--- src/rtl/vec_lsu_if.sv ---
// Signal bundle between vec_lsu, the execute stage, data memory and vector RAM.
// master is the LSU side; slave is the execute/memory/RAM side.
interface vec_lsu_if #(
  parameter int DATA_WIDTH       = 32,
  parameter int VEC_WORDS        = 8,
  parameter int ADDR_WIDTH       = 32,
  parameter int VREG_INDEX_WIDTH = 5
);
  logic                            i_start;
  logic                            i_op;
  logic [ADDR_WIDTH-1:0]           i_base;
  logic [ADDR_WIDTH-1:0]           i_stride;
  logic [VREG_INDEX_WIDTH-1:0]     i_vreg;
  logic                            o_busy;
  logic                            o_done;
  logic                            o_err;
  logic [ADDR_WIDTH-1:0]           o_addr;
  logic [DATA_WIDTH-1:0]           o_data;
  logic                            o_wr_valid;
  logic                            i_wr_ready;
  logic [2:0]                      o_wr_width;
  logic [DATA_WIDTH-1:0]           i_data;
  logic                            i_rd_valid;
  logic                            o_rd_ready;
  logic                            o_vram_we;
  logic [VREG_INDEX_WIDTH-1:0]     o_vram_waddr;
  logic [VEC_WORDS*DATA_WIDTH-1:0] o_vram_wdata;
  logic                            o_vram_re;
  logic [VREG_INDEX_WIDTH-1:0]     o_vram_raddr;
  logic [VEC_WORDS*DATA_WIDTH-1:0] i_vram_rdata;

  modport master (
    input  i_start, i_op, i_base, i_stride, i_vreg,
    input  i_wr_ready, i_data, i_rd_valid, i_vram_rdata,
    output o_busy, o_done, o_err, o_addr, o_data,
    output o_wr_valid, o_wr_width, o_rd_ready,
    output o_vram_we, o_vram_waddr, o_vram_wdata,
    output o_vram_re, o_vram_raddr
  );

  modport slave (
    output i_start, i_op, i_base, i_stride, i_vreg,
    output i_wr_ready, i_data, i_rd_valid, i_vram_rdata,
    input  o_busy, o_done, o_err, o_addr, o_data,
    input  o_wr_valid, o_wr_width, o_rd_ready,
    input  o_vram_we, o_vram_waddr, o_vram_wdata,
    input  o_vram_re, o_vram_raddr
  );
endinterface

--- src/rtl/vec_lsu.sv ---
// Vector load/store unit: moves one vector register between memory and
// the vector register RAM using word beats at a base plus signed stride.
module vec_lsu #(
  parameter int DATA_WIDTH       = 32,
  parameter int VEC_WORDS        = 8,
  parameter int ADDR_WIDTH       = 32,
  parameter int VREG_INDEX_WIDTH = 5
) (
  input  logic      i_clk,
  input  logic      i_rst,
  vec_lsu_if.master bus
);
  localparam int BYTES = DATA_WIDTH / 8;
  localparam int BW    = $clog2(VEC_WORDS + 1);
  localparam int IW    = (VEC_WORDS > 1) ? $clog2(VEC_WORDS) : 1;
  localparam logic [ADDR_WIDTH-1:0] AMASK = ADDR_WIDTH'(BYTES - 1);
  localparam logic [BW-1:0]         LAST  = BW'(VEC_WORDS - 1);

  typedef enum logic [2:0] {
    S_IDLE, S_LD, S_ST_RD, S_ST_CAP, S_ST, S_DONE
  } state_e;

  typedef logic [VEC_WORDS-1:0][DATA_WIDTH-1:0] vbuf_t;

  state_e                      state_q, state_d;
  logic [BW-1:0]               beat_q, beat_d;
  logic [ADDR_WIDTH-1:0]       addr_q, addr_d;
  logic [ADDR_WIDTH-1:0]       stride_q, stride_d;
  logic [VREG_INDEX_WIDTH-1:0] vreg_q, vreg_d;
  logic                        op_q, op_d;
  logic                        err_q, err_d;
  vbuf_t                       vbuf_q, vbuf_d;
  logic [IW-1:0]               idx;
  logic                        misal;

  assign idx   = beat_q[IW-1:0];
  assign misal = |((bus.i_base | bus.i_stride) & AMASK);

  always_ff @(posedge i_clk) begin
    if (i_rst) begin
      state_q  <= S_IDLE;
      beat_q   <= '0;
      addr_q   <= '0;
      stride_q <= '0;
      vreg_q   <= '0;
      op_q     <= 1'b0;
      err_q    <= 1'b0;
      vbuf_q   <= '0;
    end else begin
      state_q  <= state_d;
      beat_q   <= beat_d;
      addr_q   <= addr_d;
      stride_q <= stride_d;
      vreg_q   <= vreg_d;
      op_q     <= op_d;
      err_q    <= err_d;
      vbuf_q   <= vbuf_d;
    end
  end

  always_comb begin
    state_d  = state_q;
    beat_d   = beat_q;
    addr_d   = addr_q;
    stride_d = stride_q;
    vreg_d   = vreg_q;
    op_d     = op_q;
    err_d    = err_q;
    vbuf_d   = vbuf_q;

    bus.o_busy       = (state_q != S_IDLE);
    bus.o_done       = 1'b0;
    bus.o_err        = 1'b0;
    bus.o_addr       = '0;
    bus.o_data       = '0;
    bus.o_wr_valid   = 1'b0;
    bus.o_wr_width   = 3'd0;
    bus.o_rd_ready   = 1'b0;
    bus.o_vram_we    = 1'b0;
    bus.o_vram_waddr = '0;
    bus.o_vram_wdata = '0;
    bus.o_vram_re    = 1'b0;
    bus.o_vram_raddr = '0;

    unique case (state_q)
      S_IDLE: begin
        if (bus.i_start) begin
          op_d     = bus.i_op;
          addr_d   = bus.i_base;
          stride_d = bus.i_stride;
          vreg_d   = bus.i_vreg;
          beat_d   = '0;
          err_d    = misal;
          // A misaligned command skips all traffic and reports at once
          if (misal)         state_d = S_DONE;
          else if (bus.i_op) state_d = S_ST_RD;
          else               state_d = S_LD;
        end
      end
      S_LD: begin
        bus.o_rd_ready = 1'b1;
        bus.o_addr     = addr_q;
        if (bus.i_rd_valid) begin
          vbuf_d[idx] = bus.i_data;
          beat_d      = beat_q + 1'b1;
          addr_d      = addr_q + stride_q;
          if (beat_q == LAST) state_d = S_DONE;
        end
      end
      S_ST_RD: begin
        bus.o_vram_re    = 1'b1;
        bus.o_vram_raddr = vreg_q;
        state_d          = S_ST_CAP;
      end
      S_ST_CAP: begin
        vbuf_d  = bus.i_vram_rdata;
        state_d = S_ST;
      end
      S_ST: begin
        bus.o_wr_valid = 1'b1;
        bus.o_wr_width = 3'(BYTES);
        bus.o_addr     = addr_q;
        bus.o_data     = vbuf_q[idx];
        if (bus.i_wr_ready) begin
          beat_d = beat_q + 1'b1;
          addr_d = addr_q + stride_q;
          if (beat_q == LAST) state_d = S_DONE;
        end
      end
      S_DONE: begin
        bus.o_done = 1'b1;
        bus.o_err  = err_q;
        if (!op_q && !err_q) begin
          bus.o_vram_we    = 1'b1;
          bus.o_vram_waddr = vreg_q;
          bus.o_vram_wdata = vbuf_q;
        end
        state_d = S_IDLE;
      end
      default: state_d = S_IDLE;
    endcase
  end
endmodule

--- src/flat_wrapper.sv ---
// flat-port wrapper written by rule: the top's interface ports become plain ports
module vec_lsu_flat 
#(
  parameter int DATA_WIDTH       = 32,
  parameter int VEC_WORDS        = 8,
  parameter int ADDR_WIDTH       = 32,
  parameter int VREG_INDEX_WIDTH = 5
)
  (i_clk, i_rst, bus_i_start, bus_i_op, bus_i_base, bus_i_stride, bus_i_vreg, bus_i_wr_ready, bus_i_data, bus_i_rd_valid, bus_i_vram_rdata, bus_o_busy, bus_o_done, bus_o_err, bus_o_addr, bus_o_data, bus_o_wr_valid, bus_o_wr_width, bus_o_rd_ready, bus_o_vram_we, bus_o_vram_waddr, bus_o_vram_wdata, bus_o_vram_re, bus_o_vram_raddr);
  vec_lsu_if #(.DATA_WIDTH(DATA_WIDTH), .VEC_WORDS(VEC_WORDS), .ADDR_WIDTH(ADDR_WIDTH), .VREG_INDEX_WIDTH(VREG_INDEX_WIDTH)) bus_i ();
  input  logic i_clk;
  input  logic i_rst;
  input wire logic [$bits(bus_i.i_start)-1:0] bus_i_start;
  input wire logic [$bits(bus_i.i_op)-1:0] bus_i_op;
  input wire logic [$bits(bus_i.i_base)-1:0] bus_i_base;
  input wire logic [$bits(bus_i.i_stride)-1:0] bus_i_stride;
  input wire logic [$bits(bus_i.i_vreg)-1:0] bus_i_vreg;
  input wire logic [$bits(bus_i.i_wr_ready)-1:0] bus_i_wr_ready;
  input wire logic [$bits(bus_i.i_data)-1:0] bus_i_data;
  input wire logic [$bits(bus_i.i_rd_valid)-1:0] bus_i_rd_valid;
  input wire logic [$bits(bus_i.i_vram_rdata)-1:0] bus_i_vram_rdata;
  output wire logic [$bits(bus_i.o_busy)-1:0] bus_o_busy;
  output wire logic [$bits(bus_i.o_done)-1:0] bus_o_done;
  output wire logic [$bits(bus_i.o_err)-1:0] bus_o_err;
  output wire logic [$bits(bus_i.o_addr)-1:0] bus_o_addr;
  output wire logic [$bits(bus_i.o_data)-1:0] bus_o_data;
  output wire logic [$bits(bus_i.o_wr_valid)-1:0] bus_o_wr_valid;
  output wire logic [$bits(bus_i.o_wr_width)-1:0] bus_o_wr_width;
  output wire logic [$bits(bus_i.o_rd_ready)-1:0] bus_o_rd_ready;
  output wire logic [$bits(bus_i.o_vram_we)-1:0] bus_o_vram_we;
  output wire logic [$bits(bus_i.o_vram_waddr)-1:0] bus_o_vram_waddr;
  output wire logic [$bits(bus_i.o_vram_wdata)-1:0] bus_o_vram_wdata;
  output wire logic [$bits(bus_i.o_vram_re)-1:0] bus_o_vram_re;
  output wire logic [$bits(bus_i.o_vram_raddr)-1:0] bus_o_vram_raddr;
  assign bus_i.i_start = bus_i_start;
  assign bus_i.i_op = bus_i_op;
  assign bus_i.i_base = bus_i_base;
  assign bus_i.i_stride = bus_i_stride;
  assign bus_i.i_vreg = bus_i_vreg;
  assign bus_i.i_wr_ready = bus_i_wr_ready;
  assign bus_i.i_data = bus_i_data;
  assign bus_i.i_rd_valid = bus_i_rd_valid;
  assign bus_i.i_vram_rdata = bus_i_vram_rdata;
  assign bus_o_busy = bus_i.o_busy;
  assign bus_o_done = bus_i.o_done;
  assign bus_o_err = bus_i.o_err;
  assign bus_o_addr = bus_i.o_addr;
  assign bus_o_data = bus_i.o_data;
  assign bus_o_wr_valid = bus_i.o_wr_valid;
  assign bus_o_wr_width = bus_i.o_wr_width;
  assign bus_o_rd_ready = bus_i.o_rd_ready;
  assign bus_o_vram_we = bus_i.o_vram_we;
  assign bus_o_vram_waddr = bus_i.o_vram_waddr;
  assign bus_o_vram_wdata = bus_i.o_vram_wdata;
  assign bus_o_vram_re = bus_i.o_vram_re;
  assign bus_o_vram_raddr = bus_i.o_vram_raddr;
  vec_lsu #(.DATA_WIDTH(DATA_WIDTH), .VEC_WORDS(VEC_WORDS), .ADDR_WIDTH(ADDR_WIDTH), .VREG_INDEX_WIDTH(VREG_INDEX_WIDTH)) u_core (.i_clk(i_clk), .i_rst(i_rst), .bus(bus_i));
endmodule
--- config.mk ---
export PLATFORM = sky130hd
export DESIGN_NAME = vec_lsu_flat
export DESIGN_NICKNAME = d
export VERILOG_FILES = /design/src/rtl/vec_lsu_if.sv /design/src/rtl/vec_lsu.sv /design/src/flat_wrapper.sv
export SDC_FILE = /design/constraint.sdc
export NUM_CORES = 1
export LEC_CHECK = 0
export BUFFER_PORTS_ARGS = -buffer_cell sky130_fd_sc_hd__buf_2
export CAP_MARGIN = 30
export CORE_AREA = 2 2 271 273
export DETAILED_ROUTE_END_ITERATION = 8
export DIE_AREA = 0 0 273 275
export GPL_ROUTABILITY_DRIVEN = 0
export SLEW_MARGIN = 10
export SYNTH_ARGS = -nofsm -noshare
export SYNTH_HDL_FRONTEND = slang
export SYNTH_SLANG_ARGS = --single-unit
--- constraint.sdc ---
create_clock -name i_clk -period 2.8 [get_ports i_clk]
set_input_delay 0.42 -clock i_clk [delete_from_list [all_inputs] [get_ports i_clk]]
set_output_delay 0.42 -clock i_clk [all_outputs]
set_load 0.01 [all_outputs]
## Yosys cells after proc, flatten, opt, wreduce, memory -nomap -nowiden

Index checks and enable logic that the tools add are counted.

| cells by class | value |
|---|---|
| add/sub/neg operators | 2 |
| $lt $le $gt $ge | 2 |
| equality and inequality tests | 9 |
| muxes and demuxes | 37 |
| bitwise logic cells | 1 |
| reductions and logical operators | 14 |

Operators with widths:

| cell | number |
|---|---|
| 256-bit two-way mux | 3 |
| 256-bit case mux with 2 select lines | 1 |
| 256-bit bitwise mux | 1 |
| 32-bit two-way mux | 7 |
| 32-bit binary-select mux with 3-bit select | 1 |
| 32-bit demux with 3-bit select | 1 |
| 32-bit case mux with 3 select lines | 1 |
| 32-bit adder | 1 |
| 3-bit two-way mux | 6 |
| 5-bit two-way mux | 3 |
| 3-bit case mux with 5 select lines | 1 |
| 4-bit two-way mux | 3 |
| 4-bit case mux with 3 select lines | 1 |
| 1-bit two-way mux | 7 |
| 3-bit by 2-bit equality test with 1-bit output (second input constant) | 2 |
| 3-bit equality test (second input constant) | 2 |
| 2-bit inequality test (second input constant) | 3 |
| 3-bit nonzero test | 2 |
| 4-bit by 1-bit adder with 4-bit output (second input constant) | 1 |
| 4-bit by 3-bit equality test with 1-bit output (second input constant) | 1 |
| 3-bit by 4-bit < comparator with 1-bit output (second input constant) | 1 |
| 2-bit AND reduction | 2 |
| 4-bit AND reduction | 1 |
| 2-bit OR reduction | 2 |
| other kinds (9) | 11 |

| word-level totals | value |
|---|---|
| bits in registers | 334 |
| bits of input ports | 363 |
| output and inout bits | 340 |
| logic and storage cells | 80 |

## Longest topological paths before layout

| logic depth | value |
|---|---|
| depth in word-level cells | 7 |
| mapped depth | 9 |
| depth with buffers taken out | 8 |

## Worst setup path after synthesis

OpenSTA, ideal clock, no wires.

| timing | value |
|---|---|
| path kind | register to register |
| from | register u_core.stride_q[0] |
| to | register u_core.addr_q[26] |
| setup time | 0.086 ns |
| data arrival time | 2.376 ns |
| required time | 2.714 ns |
| path slack | 0.338 ns |
| cell stages (with the launch flop) | 9 |
| path buffers | 0 |
| clock period less this slack | 2.462 ns |
| cells stage by stage | dfxtp_1 -> ha_1 -> fa_1 -> a21o_1 -> a221o_2 -> a211oi_1 -> o21ai_0 -> xnor2_1 -> a211oi_1 |

| on the way | value |
|---|---|
| longest elaborated chain between the ends | 3 |
| elaborated cells on any way between the ends | 4 |
| those cells by class | 1 x add/sub; 3 x mux |

RTL lines:

| what | line | text |
|---|---|---|
| start, declared | vec_lsu.sv:28 | `logic [ADDR_WIDTH-1:0] stride_q, stride_d;` |
| start signal, assigned | vec_lsu.sv:53 | `stride_q <= stride_d;` |
| 32-bit adder * | vec_lsu.sv:106, vec_lsu.sv:126 |  |
| 32-bit two-way mux, on equally long branches | vec_lsu.sv:124, vec_lsu.sv:103 |  |
| 32-bit case mux with 3 select lines * | vec_lsu.sv:85 | `unique case (state_q)` |
| end signal, assigned | vec_lsu.sv:52 | `addr_q <= addr_d;` |
| end, declared | vec_lsu.sv:27 | `logic [ADDR_WIDTH-1:0] addr_q, addr_d;` |

Every way passes the cells marked *; elsewhere a longest branch is shown, timed or not. The select of a mux whose other input is x is not followed.
A chain may end at the register's enable or synchronous reset.

## Final worst setup path

| timing | value |
|---|---|
| from | register u_core.beat_q[2] |
| to | output port bus_o_data[15] |

| on the way | value |
|---|---|
| longest elaborated chain between the ends | 3 |

RTL lines:

| what | line | text |
|---|---|---|
| start, declared | vec_lsu.sv:26 | `logic [BW-1:0] beat_q, beat_d;` |
| start signal, assigned | vec_lsu.sv:51 | `beat_q <= beat_d;` |
| 32-bit binary-select mux with 3-bit select | vec_lsu.sv:123 | `bus.o_data = vbuf_q[idx];` |
| 32-bit two-way mux (not written as such) | vec_lsu.sv:123 |  |
| 32-bit two-way mux | vec_lsu.sv:85 |  |
| end, declared | flat_wrapper.sv:26 | `output wire logic [$bits(bus_i.o_data)-1:0] bus_o_data;` |

No other way between the ends. The select of a mux whose other input is x is not followed.

==> results.cfg <==
[synthesis]
synth_compound_area_share_pct = 24.7
synthXorXnorAreaFrac_pct = 0.963
syn-cell-area_mm2 = 0.0200
synthSimpleGateAreaFrac_pct = 31.9
synth_edf_count = 0
synth_cells = 2712
yosys_warnings = 0
synthDistinctLibCells = 70
yosys.area_share.adder_pct = 2.10
yosysSeqAreaShare_pct = 33.4
synth_top_family_by_area = simple AND/OR/NAND/NOR gates
synthFlopType = dfxtp_1
synth-async-reset-ratio_pct = 0
muxShareOfSynthArea_pct = 0.306
syn_avg_cell_area_um2 = 7.38
synth_seq_cells = 334

[cells_and_area]
final_common_cell = buf_2
area_growth_pct = 36.0
fin_cells = 4306
mostFrequentLayoutCells = buf_2, nand2_1, dfxtp_1
fin_area_mm2 = 0.0272
drive_gt1_share_pct = 30.0
nets = 3694

[pwr]
p_leak_nw = 11.2
power_density_mw_per_mm2 = 649
ir_drop_mv = 0.443
power.total_mw = 17.7

[sta]
fmax_mhz = 350
period_minus_slack_ns = 2.85
hold_violations = 0
slew_headroom_pct = 43.4
fin_setup_tns_ns = -0.0638
holdWs_ns = 0.0697
setup_viol = 2
drv_slew = 0
post-route-period-util_pct = 102
tightest_slew_ns = 0.850
rsz0062_at_grt = yes
fin_ws_ns = -0.0536
fin_skew_ns = 0.0190

[flow_run]
drv_cap = 0

[setup_path]
worstPathRequired_ns = 2.38
crit_type = flop to output port
crit_arrival_ns = 2.43
cp_max_fo = 25
cp-end-kind = output port
start_kind = flop

[die]
ios = 703
dieWidth_um = 273
die_h_um = 275
num_rows = 99
die-area_mm2 = 0.0751
initial_core_util_pct = 27.7
coreArea_mm2 = 0.0723

[hold_path]
hold_class = primary input to flop

[global_route]
grt_pass1_wl_mm = 155
antenna_found_initial = 23
grt_pass1_vias = 22690
grt_max_degree = 152
gr-total-overflow = 0
grt.total_usage_pct = 27.4

[drt]
drt_pre_antenna_iters = 6
routed_via_density = 5.69
vias = 24491
ant_nets = 0
drt-total-wl_mm = 109
drt_iter0_markers = 2951
wl_per_cell_um = 25.4
drc = 0

[placement]
dp_hpwl_mm = 76.8
dp_cells = 4170
io_buffers = 700
dpl_cell_area_mm2 = 0.0249

[clock_tree]
ctsRootBufferMaster = clkbuf_16
cts_tree = yes
clkTransAtPathRegs_ns = 0.06
cts_buffer_depth = 3
cts_sinks = 334
clk_latency_ns = 0.60
cts_hold_buf = 0
htree_levels = 2
cts_buffers = 42

[outcome]
failed_checks = negative setup slack
status = complete, but fails checks
-- what timing repair did --
item,CTS,global route
buffers inserted,23,14
pin swaps,10,10
endpoints found under the setup margin,275,83
hold endpoints to repair,0,0
cloned,5,1
resized for setup,34,25
-- path summary, 6_finish.rpt --
check / start / to / slack (ns) / depth (start not counted)
max: u_core.beat_q[2] / bus_o_data[15] / -0.05 / 7
min: bus_i_stride[10] / u_core.stride_q[10] / 0.07 / 3
max reg2reg: u_core.stride_q[0] / u_core.addr_q[20] / 0.17 / 8
min reg2reg: u_core.stride_q[0] / u_core.stride_q[0] / 0.46 / 2
-- cell usage after synthesis, types with 7 or more instances --
library cell | count | area, um^2
a211oi_1 | 19 | 143
a21oi_1 | 93 | 465
a221oi_1 | 41 | 359
a22o_1 | 32 | 280
a22oi_1 | 64 | 480
a311oi_1 | 263 | 2300
a31oi_1 | 36 | 225
and2_1 | 300 | 1880
and3_1 | 18 | 113
buf_1 | 30 | 113
buf_2 | 35 | 175
buf_4 | 10 | 75.1
clkbuf_1 | 238 | 893
dfxtp_1 | 334 | 6690
ha_1 | 32 | 400
inv_1 | 12 | 45.0
nand2_1 | 398 | 1490
nand3_1 | 269 | 1350
nand4_1 | 10 | 62.6
nor2_1 | 303 | 1140
nor3_1 | 22 | 110
o21a_1 | 7 | 52.6
o21ai_0 | 27 | 135
xnor2_1 | 15 | 131
xor2_1 | 7 | 61.3
-- logic make-up (layout without fill, tap and decap cells) --
group	Yosys count	count (layout)
buffers and inverters	327	945
and+or+nand+nor	1352	1352
xor gates and xnor gates	22	22
DFF	334	334
other	1	18
AOI/OAI and AO/OA	637	637
adders and majority gates	33	33
muxes	6	6
-- where the power goes --
group	switching [mW]	internal (mW)
Clock	2.42	3.62
Sequential	0.410	5.17
Combinational	3.82	2.24
Total	6.65	11.0
-- metrics by stage --
stage          setup WS (ns)  utilization, %
3_5_place_dp           0.227            34.4
6_report             -0.0536            37.6
2_1_floorplan          0.338               -
4_1_cts              -0.0324            37.2
3_3_place_gp           0.128            34.4
5_1_grt              -0.0584            37.6
-- state kept, by name, indices dropped and copies added, names as in the netlist --
| signal | cells |
|---|---|
| u_core.addr_q | 32 |
| u_core.vreg_q | 5 |
| u_core.stride_q | 32 |
| u_core.op_q | 1 |
| u_core.state_q | 3 |
| u_core.vbuf_q | 256 |
| u_core.err_q | 1 |
| u_core.beat_q | 4 |
-- area by class of cell --
class	instances	area (um^2)
fill	7683	45100
multi-input combinational	2052	12300
sequential	334	6710
timing repair buffer	856	5410
clock buffer	62	1270
tap	959	1200
clock inverter	15	258
inverter	12	48.8
antenna	16	40.0
-- routing by layer --
layer  vias to the layer above  wire length [um]  GRT usage [%]
met3                       283             10100           5.37
met5                         -                98              0
li1                      10962                 -              -
met2                      1489             49400           43.2
met1                     11741             44900           36.2
met4                        16              4910           12.1
-- worst max-delay path: stages (launching register included) --
cell	delay, ns
dfxtp_4	0.42
nor3b_4	0.29
buf_12	0.19
buf_16	0.20
a22o_1	0.19
a221oi_2	0.05
a31oi_1	0.27
buf_2	0.19
Power figures use the tool's default switching activity.
